### config.mk
export PLATFORM = sky130hd
export DESIGN_NAME = if_fetch_unit
export DESIGN_NICKNAME = d
export VERILOG_FILES = /design/src/rtl/if_fetch_unit_pkg.sv /design/src/rtl/if_fetch_unit.sv
export SDC_FILE = /design/constraint.sdc
export NUM_CORES = 1
export LEC_CHECK = 0
export ABC_AREA = 1
export BUFFER_PORTS_ARGS = -buffer_cell sky130_fd_sc_hd__buf_2
export CORE_ASPECT_RATIO = 1.4
export CORE_UTILIZATION = 51
export DETAILED_ROUTE_END_ITERATION = 16
export PLACE_DENSITY = 0.78
export SKIP_LAST_GASP = 1
export SYNTH_ARGS = -nofsm -noshare
export SYNTH_HDL_FRONTEND = slang
export SYNTH_SLANG_ARGS = --single-unit
### constraint.sdc
create_clock -name clk -period 5.2 [get_ports clk]
set_clock_uncertainty 0.2 [all_clocks]
set_input_delay 0.26 -clock clk [delete_from_list [all_inputs] [get_ports clk]]
set_output_delay 0.26 -clock clk [all_outputs]
set_load 0.02 [all_outputs]
### src/rtl/if_fetch_unit_pkg.sv
// if_fetch_unit_pkg: shared fetch-stage constants and FSM state type
package if_fetch_unit_pkg;
  localparam logic [31:0] RESET_PC = 32'hBFC0_0000;
  localparam int EXC_W = 8;
  localparam int ADEL_BIT = 0;
  localparam logic [EXC_W-1:0] EXC_ADEL = EXC_W'(1) << ADEL_BIT;
  typedef enum logic [1:0] {IDLE, REQ, WAIT} fetch_state_e;
endpackage

### src/rtl/if_fetch_unit.sv
// if_fetch_unit: instruction-fetch stage driving an SRAM-style bus and the IF/ID result register
module if_fetch_unit
  import if_fetch_unit_pkg::*;
(
  input  logic             clk,
  input  logic             rst,
  input  logic             stall,
  input  logic             id_is_branch,
  input  logic             br_taken,
  input  logic [31:0]      br_target,
  input  logic             exc_flush,
  input  logic [31:0]      exc_pc,
  output logic             inst_req,
  output logic [31:0]      inst_addr,
  input  logic             inst_addr_ok,
  input  logic             inst_data_ok,
  input  logic [31:0]      inst_rdata,
  output logic [31:0]      pc_plus4,
  output logic [31:0]      instruction,
  output logic             is_delayslot,
  output logic [EXC_W-1:0] fetch_exc,
  output logic             fetch_busy
);
  fetch_state_e state;
  logic [31:0] pc, br_tgt, res_instr, res_pc4, next_pc, fetch_pc;
  logic [EXC_W-1:0] res_exc;
  logic res_valid, pend_br, discard, consume, done;
  always_comb begin
    consume = res_valid & ~stall;
    next_pc = br_taken ? br_target : pend_br ? br_tgt : pc + 32'd4;
    fetch_pc = consume ? next_pc : pc;
    done = inst_data_ok & ((state == WAIT) | ((state == REQ) & inst_addr_ok));
  end
  // inst_addr is its own register so a flush cannot disturb a request awaiting addr_ok
  always_ff @(posedge clk or posedge rst) begin
    if (rst) begin
      state <= IDLE;
      pc <= RESET_PC;
      inst_addr <= RESET_PC;
      br_tgt <= '0;
      pend_br <= 1'b0;
      discard <= 1'b0;
      res_valid <= 1'b0;
      res_instr <= '0;
      res_pc4 <= '0;
      res_exc <= '0;
    end else if (exc_flush) begin
      pc <= exc_pc;
      res_valid <= 1'b0;
      pend_br <= 1'b0;
      discard <= (state != IDLE) & ~done;
      state <= done ? IDLE : (state == REQ && inst_addr_ok) ? WAIT : state;
    end else begin
      if (br_taken & ~consume) begin
        br_tgt <= br_target;
        pend_br <= 1'b1;
      end else if (consume) pend_br <= 1'b0;
      if (state == IDLE && (!res_valid || consume)) begin
        pc <= fetch_pc;
        if (fetch_pc[1:0] != 2'b00) begin
          res_valid <= 1'b1;
          res_instr <= '0;
          res_pc4 <= fetch_pc + 32'd4;
          res_exc <= EXC_ADEL;
        end else begin
          res_valid <= 1'b0;
          inst_addr <= fetch_pc;
          state <= REQ;
        end
      end else if (done) begin
        state <= IDLE;
        discard <= 1'b0;
        res_valid <= ~discard;
        res_instr <= inst_rdata;
        res_pc4 <= inst_addr + 32'd4;
        res_exc <= '0;
      end else if (state == REQ && inst_addr_ok) state <= WAIT;
    end
  end
  assign inst_req = state == REQ;
  assign instruction = res_valid ? res_instr : '0;
  assign pc_plus4 = res_valid ? res_pc4 : '0;
  assign fetch_exc = res_valid ? res_exc : '0;
  assign is_delayslot = res_valid & id_is_branch;
  assign fetch_busy = ~res_valid;
endmodule

==> run summary <==
• **drt drc** 0
• **CTS root buf** sky130_fd_sc_hd__clkbuf_16
• **Clock Power Share** 18.4%
• **Mapped Avg Cell Area** 6.865 µm²
• **wire length of the first global-routing pass** 52.24 mm
• **number of search-and-repair iterations in the first detailed-routing pass** 5
• **worst hold endpoint** pend_br
• **type of destination of the critical path** flop
• **r2r worst-path depth** 15
• **largest net degree at the start of global routing** 76
• **overall die width** 124.2 µm
• **area of the core region** 0.02048 mm²
• **combinational share of power** 51.9%
• **Top FF cell, synth** sky130_fd_sc_hd__dfrtp_1
• **combined global-route utilization of all metal layers** 31.54%
• **peak clock frequency supported by timing** 0.2869 GHz
• **Final Critical Period** 3.486 ns
• **Cell Int Power** 3.840 mW
• **final slew viol count** 0
• **cell types occupying the most area after synthesis** sky130_fd_sc_hd__dfrtp_1, sky130_fd_sc_hd__nand2_1, sky130_fd_sc_hd__inv_1
• **CP Data Arrival Time** 3.62 ns
• **post-CTS setup buffer count** 0
• **Critical Path RT** 5.33 ns
• **total power** 7.521 mW
• **Syn. warnings** 0
• **critical path peak fanout** 40
• **buffer depth of the longest clock path** 2
• **type of the worst setup path** reg -> reg
• **share of layout cells above drive strength 1** 21.94%
• **via count of the first global-routing pass** 10600
• **setup slack of the worst register-to-register path** 1.71 ns
• **Hold Path Origin** stall
• **average wire length per cell after detail routing** 15.53 µm
• **Fin Setup TNS** 0 ns
• **origin of the critical flop-to-flop path** state[0]
• **count of different cell masters after synthesis** 49
• **number of antenna violations at the first check in global routing** 0
• **Worst Hold Path Cells** 5
• **number of diodes added for antenna fixing** 0
• **Netlist Area Pre-Place** 0.01066 mm²
• **number of top-level pins** 211
• **std cell rows** 62
• **clock slew seen by the registers of the worst setup and hold paths** 0.08 ns
• **TritonCTS buffer count** 17
• **share of the yosys chip area belonging to registers** 39.17%
• **relative area change from synthesis to final layout** 25.56%
• **Synth Register Bits** 166
• **cell type with the highest aggregate area in the netlist** sky130_fd_sc_hd__dfrtp_1
• **clock tree from TritonCTS** done
• **FF-to-FF End** res_pc4[26]
• **pwr/cell area** 561.9 mW/mm²
• **final layout net count** 1925
• **share of the clock period used by the worst path after layout** 67.03%
• **HP Class** in -> reg
• **total of endpoints with negative setup slack in the final report** 0
• **vias after detailed routing** 10860
• **number of max-cap violations** 0
• **EDFF count, synth** 0
• **worst max-slew margin expressed relative to the limit** 37.81%
• **number of port buffers** 203
• **net switching power** 3.681 mW
• **Resize count post-CTS** 0
• **HPWL after detailed placement** 23.42 mm
• **placer's final routability congestion estimate** 0.9316
• **post-DR vias/cell** 5.199
• **relative contribution of sequential cells to total power** 29.7%
• **status** finished, final reports clean
• **DIE HEIGHT** 173.1 µm
• **antenna viol nets, final** 0
• **area share of the largest cell type after synthesis** 34.74%
• **Leakage** 7.282 nW
• **RSZ-0062 raised after global routing** false
• **drt initial violations** 714
• **IR drop worst, VDD** 0.0003357 V
• **Routed Wire Length** 32.42 mm
• **H-tree lvl count** 4
• **Cells after Synth** 1553
• **switching part of the total** 48.94%
• **core utilization of the finished layout** 65.37%
• **starting utilization of the core area** 52.06%
• **clock sink count** 166
• **CP startpoint kind** flop
• **Worst Max-Slew Pin Slew** 0.9319 ns
• **total of hold buffers inserted after clock tree synthesis** 101
• **total congestion overflow** 0
• **die footprint** 0.02150 mm²
• **clock network latency to the later pin of the worst-skew pair** 0.45 ns
• **proportion of synthesized flip-flops having asynchronous set or reset** 100.0%
• **Hold Fails Final Rpt** 0
[cell usage after synthesis (all sizes together), types with 3 or more instances]
library cell,n
xor2,5
inv,177
or2,6
dfrtp,148
o221ai,10
o22ai,26
nor2,136
clkbuf,35
a21oi,4
buf,40
nand2,693
nand4,17
o21ai,98
a31oi,5
nand3,89
nand3b,3
dfstp,18
xnor2,3
nor3,5
o211ai,21
[area by class of cell]
type                       instances  area, µm²
clock buffer                      19      452.9
timing repair buffer             316       2117
clock inverter                    13      183.9
sequential                       166       4178
inverter                         179      679.4
tap                              256      320.3
fill                            1856       7093
multi-input combinational       1139       5455
[flip-flops by register name (all words and copies together) (netlist names)]
register	cells
br_tgt	32
discard	1
inst_addr	32
pc	32
pend_br	1
res_exc	1
res_instr	32
res_pc4	32
res_valid	1
state	2
[metrics by stage]
stage                     cell area, µm²  hold slack [ns]  worst slack [ns]  instances
after floorplan                    10680           0.1766            0.2798       1559
final                              13390           0.1797             1.714       2088
after global placement             11740           0.2174             1.693       1955
after detailed placement           11740           0.2138             1.574       1955
after CTS                          13390           0.1711             1.711       2088
after global routing               13390           0.2388             1.371       2088
[power by group through the flow]
stage                     combinational [mW]  clock [mW]  sequential [mW]
final                                   3.90        1.38             2.24
after global routing                    4.36        1.45             2.29
after CTS                               3.88        1.40             2.23
after detailed placement                3.81           0             2.24
after global placement                  3.74           0             2.24
after floorplan                         2.79           0             2.25
[worst max path at each step]
stage / from / to / slack, ns
2_1_floorplan: rst / br_tgt[0] / 0.28
3_3_place_gp: br_taken / res_pc4[26] / 1.69
3_5_place_dp: br_taken / res_pc4[26] / 1.57
4_1_cts: state[0] / res_pc4[26] / 1.71
5_1_grt: state[0] / res_pc4[26] / 1.37
6_report: state[0] / res_pc4[26] / 1.71
[layout by cell type, fill, tap and decap left out, types with 18 or more instances in the layout]
cell                              n
sky130_fd_sc_hd__nand2_2         29
sky130_fd_sc_hd__nor2_1          83
sky130_fd_sc_hd__nand3_1         80
sky130_fd_sc_hd__o21ai_0         79
sky130_fd_sc_hd__o211ai_1        19
sky130_fd_sc_hd__nor2_2          28
sky130_fd_sc_hd__o22ai_1         26
sky130_fd_sc_hd__dfrtp_1        147
sky130_fd_sc_hd__nand2_1        652
sky130_fd_sc_hd__buf_2          203
sky130_fd_sc_hd__dlygate4sd3_1  101
sky130_fd_sc_hd__dfstp_2         18
sky130_fd_sc_hd__nor2_4          20
sky130_fd_sc_hd__inv_1          158
[logic make-up (layout without fill, tap and decap cells)]
| kind of cell | count (synthesis) | in the layout | share of synthesized area [%] |
|---|---|---|---|
| XOR/XNOR | 8 | 8 | 0.6572 |
| AND/OR/NAND/NOR | 949 | 949 | 40.11 |
| buffers and inverters | 254 | 527 | 9.917 |
| flip-flops | 166 | 166 | 39.17 |
| other | 1 | 7 | 0.03517 |
| AO/OA/AOI/OAI | 173 | 173 | 9.870 |
| adder cells (fa/ha/maj) | 2 | 2 | 0.2347 |
[per-layer routing]
metal / global-route usage (%) / part of all wire (%)
met1: 36.90 / 40
met2: 55.27 / 51
met3: 4.518 / 4.2
met4: 15.13 / 4.4
met5: 0 / 0
[worst max-delay path: stages, from the launching register on]
cell and delay, ns:
sky130_fd_sc_hd__dfrtp_1 0.40, sky130_fd_sc_hd__nor2_1 0.23, sky130_fd_sc_hd__nand2_4 0.30, sky130_fd_sc_hd__inv_2 0.64
sky130_fd_sc_hd__nand2_1 0.15, sky130_fd_sc_hd__o21ai_2 0.14, sky130_fd_sc_hd__ha_1 0.27, sky130_fd_sc_hd__inv_1 0.12
sky130_fd_sc_hd__nor2_1 0.17, sky130_fd_sc_hd__nand2_1 0.16, sky130_fd_sc_hd__nor2_2 0.26, sky130_fd_sc_hd__nand3_1 0.10
sky130_fd_sc_hd__nand2_1 0.07, sky130_fd_sc_hd__nand2_1 0.05, sky130_fd_sc_hd__nand2_1 0.05, sky130_fd_sc_hd__nand2_1 0.05
Note: power is estimated with default switching activity, not from simulation.
